[src/rtl/if_fetch_stage_pkg.sv]
// Shared types and constants for the instruction-fetch stage.
// The default reset PC lives here so the top and the PC register agree on it.
package if_fetch_stage_pkg;

  typedef enum logic [1:0] {
    BOOT  = 2'd0,
    RUN   = 2'd1,
    FLUSH = 2'd2
  } fetch_state_t;

  localparam logic [31:0] NOP_INSTR        = 32'h0000_0000;
  localparam logic [31:0] RESET_PC_DEFAULT = 32'h0000_0000;

endpackage

[src/rtl/if_fetch_stage_pc_reg.sv]
// Program counter register: async reset, hold, load, and an incrementer that
// only acts on the low PC_INC_BITS bits (carry out of that field is dropped).
module if_pc_reg
  import if_fetch_stage_pkg::*;
#(
  parameter logic [31:0] RESET_PC    = RESET_PC_DEFAULT,
  parameter int          PC_INC_BITS = 8
) (
  input  logic        clk,
  input  logic        rst,
  input  logic        i_load,
  input  logic [31:0] i_load_addr,
  input  logic        i_inc,
  output logic [31:0] o_pc
);

  logic [31:0]            r_pc;
  logic [PC_INC_BITS-1:0] w_low_inc;
  logic [31:0]            w_pc_inc;

  assign w_low_inc = r_pc[PC_INC_BITS-1:0] + PC_INC_BITS'(4);
  assign w_pc_inc  = {r_pc[31:PC_INC_BITS], w_low_inc};

  // Load (redirect) has priority over increment; neither means hold.
  always_ff @(posedge clk or posedge rst) begin
    if (rst) begin
      r_pc <= RESET_PC;
    end else if (i_load) begin
      r_pc <= i_load_addr;
    end else if (i_inc) begin
      r_pc <= w_pc_inc;
    end
  end

  assign o_pc = r_pc;

endmodule

[src/rtl/if_fetch_stage.sv]
// Instruction-fetch stage: owns the PC, drives the IM address, and fills IF/ID,
// inserting NOP bubbles after a redirect and counting valid fetches.
module if_fetch_stage
  import if_fetch_stage_pkg::*;
#(
  parameter logic [31:0] RESET_PC      = RESET_PC_DEFAULT,
  parameter int          PC_INC_BITS   = 8,
  parameter int          FLUSH_BUBBLES = 1
) (
  input  logic        clk,
  input  logic        rst,
  input  logic        i_pc_write,
  input  logic        i_redirect_valid,
  input  logic [31:0] i_redirect_addr,
  output logic [31:0] o_im_addr,
  input  logic [31:0] i_im_instr,
  output logic        o_if_id_valid,
  output logic [31:0] o_if_id_instr,
  output logic [31:0] o_if_id_pc,
  output logic [31:0] o_fetch_count,
  output logic        o_misalign_err
);

  localparam logic [1:0] CNT_INIT = 2'(FLUSH_BUBBLES - 1);

  fetch_state_t r_state, w_state_next;
  logic [1:0]   r_cnt, w_cnt_next;
  logic         r_if_id_valid;
  logic [31:0]  r_if_id_instr;
  logic [31:0]  r_if_id_pc;
  logic [31:0]  r_fetch_count;
  logic         r_misalign;
  logic [31:0]  w_pc;
  logic         w_pc_load;
  logic         w_pc_inc;
  logic         w_load_bubble;
  logic         w_load_instr;

  if_pc_reg #(
    .RESET_PC    (RESET_PC),
    .PC_INC_BITS (PC_INC_BITS)
  ) u_pc_reg (
    .clk         (clk),
    .rst         (rst),
    .i_load      (w_pc_load),
    .i_load_addr ({i_redirect_addr[31:2], 2'b00}),
    .i_inc       (w_pc_inc),
    .o_pc        (w_pc)
  );

  // A redirect is honoured in every state and always (re)starts the flush.
  always_comb begin
    w_state_next  = r_state;
    w_cnt_next    = r_cnt;
    w_pc_load     = 1'b0;
    w_pc_inc      = 1'b0;
    w_load_bubble = 1'b0;
    w_load_instr  = 1'b0;
    if (i_redirect_valid) begin
      w_pc_load     = 1'b1;
      w_load_bubble = 1'b1;
      w_cnt_next    = CNT_INIT;
      w_state_next  = (FLUSH_BUBBLES > 1) ? FLUSH : RUN;
    end else begin
      case (r_state)
        BOOT: begin
          w_load_bubble = 1'b1;
          w_state_next  = RUN;
        end
        RUN: begin
          if (i_pc_write) begin
            w_pc_inc     = 1'b1;
            w_load_instr = 1'b1;
          end
        end
        FLUSH: begin
          // Bubbles ignore stalls; leave once this is the last one.
          w_load_bubble = 1'b1;
          w_cnt_next    = r_cnt - 2'd1;
          if (r_cnt <= 2'd1) begin
            w_cnt_next   = 2'd0;
            w_state_next = RUN;
          end
        end
        default: begin
          w_state_next = BOOT;
        end
      endcase
    end
  end

  always_ff @(posedge clk or posedge rst) begin
    if (rst) begin
      r_state       <= BOOT;
      r_cnt         <= 2'd0;
      r_if_id_valid <= 1'b0;
      r_if_id_instr <= NOP_INSTR;
      r_if_id_pc    <= 32'h0;
      r_fetch_count <= 32'h0;
      r_misalign    <= 1'b0;
    end else begin
      r_state <= w_state_next;
      r_cnt   <= w_cnt_next;
      if (w_load_bubble) begin
        r_if_id_valid <= 1'b0;
        r_if_id_instr <= NOP_INSTR;
        r_if_id_pc    <= 32'h0;
      end else if (w_load_instr) begin
        r_if_id_valid <= 1'b1;
        r_if_id_instr <= i_im_instr;
        r_if_id_pc    <= w_pc;
        r_fetch_count <= r_fetch_count + 32'd1;
      end
      if (i_redirect_valid && (i_redirect_addr[1:0] != 2'b00)) begin
        r_misalign <= 1'b1;
      end
    end
  end

  assign o_im_addr      = w_pc;
  assign o_if_id_valid  = r_if_id_valid;
  assign o_if_id_instr  = r_if_id_instr;
  assign o_if_id_pc     = r_if_id_pc;
  assign o_fetch_count  = r_fetch_count;
  assign o_misalign_err = r_misalign;

endmodule

[config.mk]
export PLATFORM = sky130hd
export DESIGN_NAME = if_fetch_stage
export DESIGN_NICKNAME = d
export VERILOG_FILES = /design/src/rtl/if_fetch_stage_pkg.sv /design/src/rtl/if_fetch_stage_pc_reg.sv /design/src/rtl/if_fetch_stage.sv
export SDC_FILE = /design/constraint.sdc
export NUM_CORES = 1
export LEC_CHECK = 0
export BUFFER_PORTS_ARGS = -buffer_cell sky130_fd_sc_hd__clkbuf_2
export CORE_ASPECT_RATIO = 0.5
export CORE_UTILIZATION = 44
export DETAILED_ROUTE_END_ITERATION = 10
export PLACE_DENSITY = 0.76
export SLEW_MARGIN = 5
export SYNTH_ARGS = -nofsm -noshare
export SYNTH_HDL_FRONTEND = slang
export SYNTH_HIERARCHICAL = 1
export SYNTH_SLANG_ARGS = --single-unit
[constraint.sdc]
create_clock -name clk -period 3 [get_ports clk]
set_input_delay 0.6 -clock clk [delete_from_list [all_inputs] [get_ports clk]]
set_output_delay 0.6 -clock clk [all_outputs]
set_load 0.005 [all_outputs]
==> run_results.csv <==
group,metric,value,unit
route,finalWirelength,11600,microns
sta,max_freq,526,MHz
pwr,ir_drop,0.420,mV
global_routing,use_met2,34.6,%
clocking,cts_buffers,17,
hold_path,hold_class,"input port to asynchronous set/reset pin",
floorplanning,fp.dieH,78.1,microns
pwr,leakagePower,3.55,nW
sta,period_share,63.3,%
job,max_cap_violations,0,
global_routing,grt_pass1_vias,3641,
floorplanning,die_area,12000,sq um
sta,worst_slack,1.10,ns
setup_path,arrival,2.18,ns
route,vias,3790,
placed_design,place_congestion,0.803,
route,drc,0,
global_routing,grtUsageMet3,4.20,%
clocking,clockBufferDepth,2,
placed_design,hpwl,8060,microns
sta,min_period,1.90,ns
global_routing,track_usage,20.2,%
clocking,cts_sinks,131,
clocking,holdBufCountCts,0,
placed_design,port_buffers,197,
floorplanning,die_x,154,microns
clocking,root_buffer,"clkbuf_16",
setup_path,endpoint_kind,"flip-flop",
yosys,yosysTopAreaCell,"dfrtp_1",
yosys,synthTopCellsByArea,"dfrtp_1, a22o_1, mux2_2",
setup_path,crit_required,3.28,ns
layout,layout-drive-gt1-share,45.0,%
setup_path,cp_max_fo,13,
global_routing,grt_pass1_wl,18800,microns
global_routing,overflow,0,
yosys,ys_warn_count,6,
floorplanning,rows,27,
yosys,synth-seq-cells,131,
setup_path,cp_top_family,"simple AND/OR/NAND/NOR gates",
route,wl_per_cell,15.7,microns
setup_path,worstReg2RegEnd,"o_fetch_count[27]",
global_routing,grt_max_degree,100,
yosys,synth_cells,375,
pwr,powerDensity,652,nW/um^2
global_routing,use_met1,25.8,%
clocking,cts_tree,"yes",
clocking,cts_resized,0,
floorplanning,ios,198,
floorplanning,fp.coreArea,11100,sq um
setup_path,worstReg2RegStart,"o_fetch_count[4]",
setup_path,path_cells,"nand3_1 -> nor3_2 -> nand4_1 -> xnor2_1",
layout,antennaDiodeCount,0,
yosys,syn_area_per_cell,13.6,sq um
setup_path,startpoint_type,"flip-flop",
setup_path,crit_type,"flip-flop to flip-flop",
clocking,path_clk_slew,0.06,ns
route,first_pass_iters,5,
setup_path,reg2reg_depth,4,
placed_design,dp_slack,0.789,ns
yosys,ys_seq_area_share,64.3,%
sta,slew_headroom,44.3,%
setup_path,crit_buf_inv,0,
route,drt_iter0_markers,142,
route,via_per_inst,5.14,
clocking,htreeDepth,4,
setup_path,rrSetupSlack,1.10,ns
layout,syn2layout_area_growth,35.6,%
global_routing,grt-busiest-layer,"met2",
layout,final_nets,650,
sta,hold_violations,0,
yosys,syn-cell-area,5100,sq um
status,outcome,"finished, final reports clean",
yosys,ys_types,27,
global_routing,antenna_found_initial,0,
sta,final-max-slew-violation-count,0,
yosys,synth_top_area_share,64.3,%
clocking,cts_setup_buffers,0,
clocking,clk_latency,0.40,ns
sta,worstMarginPinSlew,0.831,ns
setup_path,worst_path_max_delay_cell,"nor3_2",
sta,fin_skew,0.00838,ns
sta,rsz0062_at_grt,"no",
sta,setup_violations,0,
route,ant_nets,0,
sta,setup_tns,0,ns
setup_path,critPathMaxStageDelay,0.73,ns
floorplanning,initial_core_util,45.7,%
-- how the worst max path moves through the flow --
stage	cells past startpoint	startpoint	endpoint
finish	4	o_fetch_count[4]	o_fetch_count[27]
floorplan	6	i_redirect_valid	u_pc_reg/o_pc[7]
detailed placement	5	i_pc_write	o_fetch_count[27]
global placement	5	i_pc_write	o_fetch_count[31]
global route	4	o_fetch_count[4]	o_fetch_count[27]
CTS	4	o_fetch_count[4]	o_fetch_count[27]
-- synthesized netlist by cell type --
library cell	number
inv_1	8
nor3_2	1
nand4_2	1
clkbuf_1	10
nand3_1	16
ha_1	2
or3_1	1
nor2_1	12
and2_1	2
nand2b_1	2
o21ai_0	7
conb_1	2
nor4_4	2
nand4b_4	1
xnor2_1	27
a31oi_1	1
mux2i_1	1
a22o_1	64
xor2_1	8
buf_2	8
nand2_1	16
mux2_2	27
nor4_1	1
and3_1	4
dfrtp_1	131
nor3_1	4
nand4_1	16
-- logic make-up after synthesis --
kind of cell	share of synthesized area (%)
other	0.147
buffers and inverters	2.11
xor gates and xnor gates	6.01
DFF	64.3
and+or+nand+nor	8.96
muxes	6.16
adders and majority gates	0.491
AOI/OAI and AO/OA	11.8
-- worst reg2reg max path: cells and delay by family, from the launching register on --
kind	cells	cell delay (ns)
and+or+nand+nor	3	1.18
DFF	1	0.43
xor gates and xnor gates	1	0.17
-- metrics by stage --
step	util [%]	std cells	cell area, sq um	power, W	hold WS [ns]
global route	62.0	738	6910	0.00470	0.343
finish	62.0	738	6910	0.00450	0.316
detailed placement	56.4	706	6290	0.00240	0.467
global placement	56.4	706	6290	0.00238	0.452
CTS	62.0	738	6910	0.00455	0.320
floorplan	-	376	5100	0.00218	0.459
-- state kept, by name, indices dropped and copies added, names as in the netlist --
name and count:
u_pc_reg/o_pc 32, o_if_id_valid 1, o_misalign_err 1, o_fetch_count 32, o_if_id_pc 32, r_state 1
o_if_id_instr 32
-- placed cells by master, fill, tap and decap left out --
master / synthesis / routed
conb_1: 2 / 3
nand2b_1: 2 / 2
nor3_1: 4 / 4
xnor2_1: 27 / 27
clkbuf_16: 0 / 17
nor4_1: 1 / 1
nand2_1: 16 / 16
nor4_4: 2 / 2
xor2_1: 8 / 8
nand4b_4: 1 / 1
nor2_1: 12 / 10
nor3_2: 1 / 1
o21ai_0: 7 / 7
a22o_1: 64 / 64
clkbuf_1: 10 / 3
or3_1: 1 / 1
dfrtp_1: 131 / 131
mux2_2: 27 / 27
nand3_1: 16 / 16
clkinvlp_4: 0 / 3
nand4_2: 1 / 1
clkinv_2: 0 / 4
buf_12: 0 / 3
clkbuf_8: 0 / 2
buf_4: 0 / 3
and3_1: 4 / 4
and2_1: 2 / 2
clkbuf_2: 0 / 197
nor2_4: 0 / 2
ha_1: 2 / 2
mux2i_1: 1 / 1
inv_1: 8 / 7
a31oi_1: 1 / 1
bufinv_16: 0 / 4
nand4_1: 16 / 16
-- power breakdown --
group,total (W),switching (W),internal (W)
logic,0.000382,0.000183,0.000199
clock network,0.00214,0.000711,0.00143
registers,0.00198,0.000109,0.00187
-- final cells by class --
cell class	count	area, sq um
repair buffers	203	1070
flip-flops and latches	131	3280
inverters	8	33.8
clock buffers	22	464
well taps	145	181
multi-input cells	219	1730
fillers	898	4240
clock inverters	10	155
-- routing by layer --
layer	up-vias	routed length, microns
met4	0	78
met3	8	380
li1	1772	-
met1	1918	5080
met2	92	6030
met5	-	0
Power figures use the tool's default switching activity.
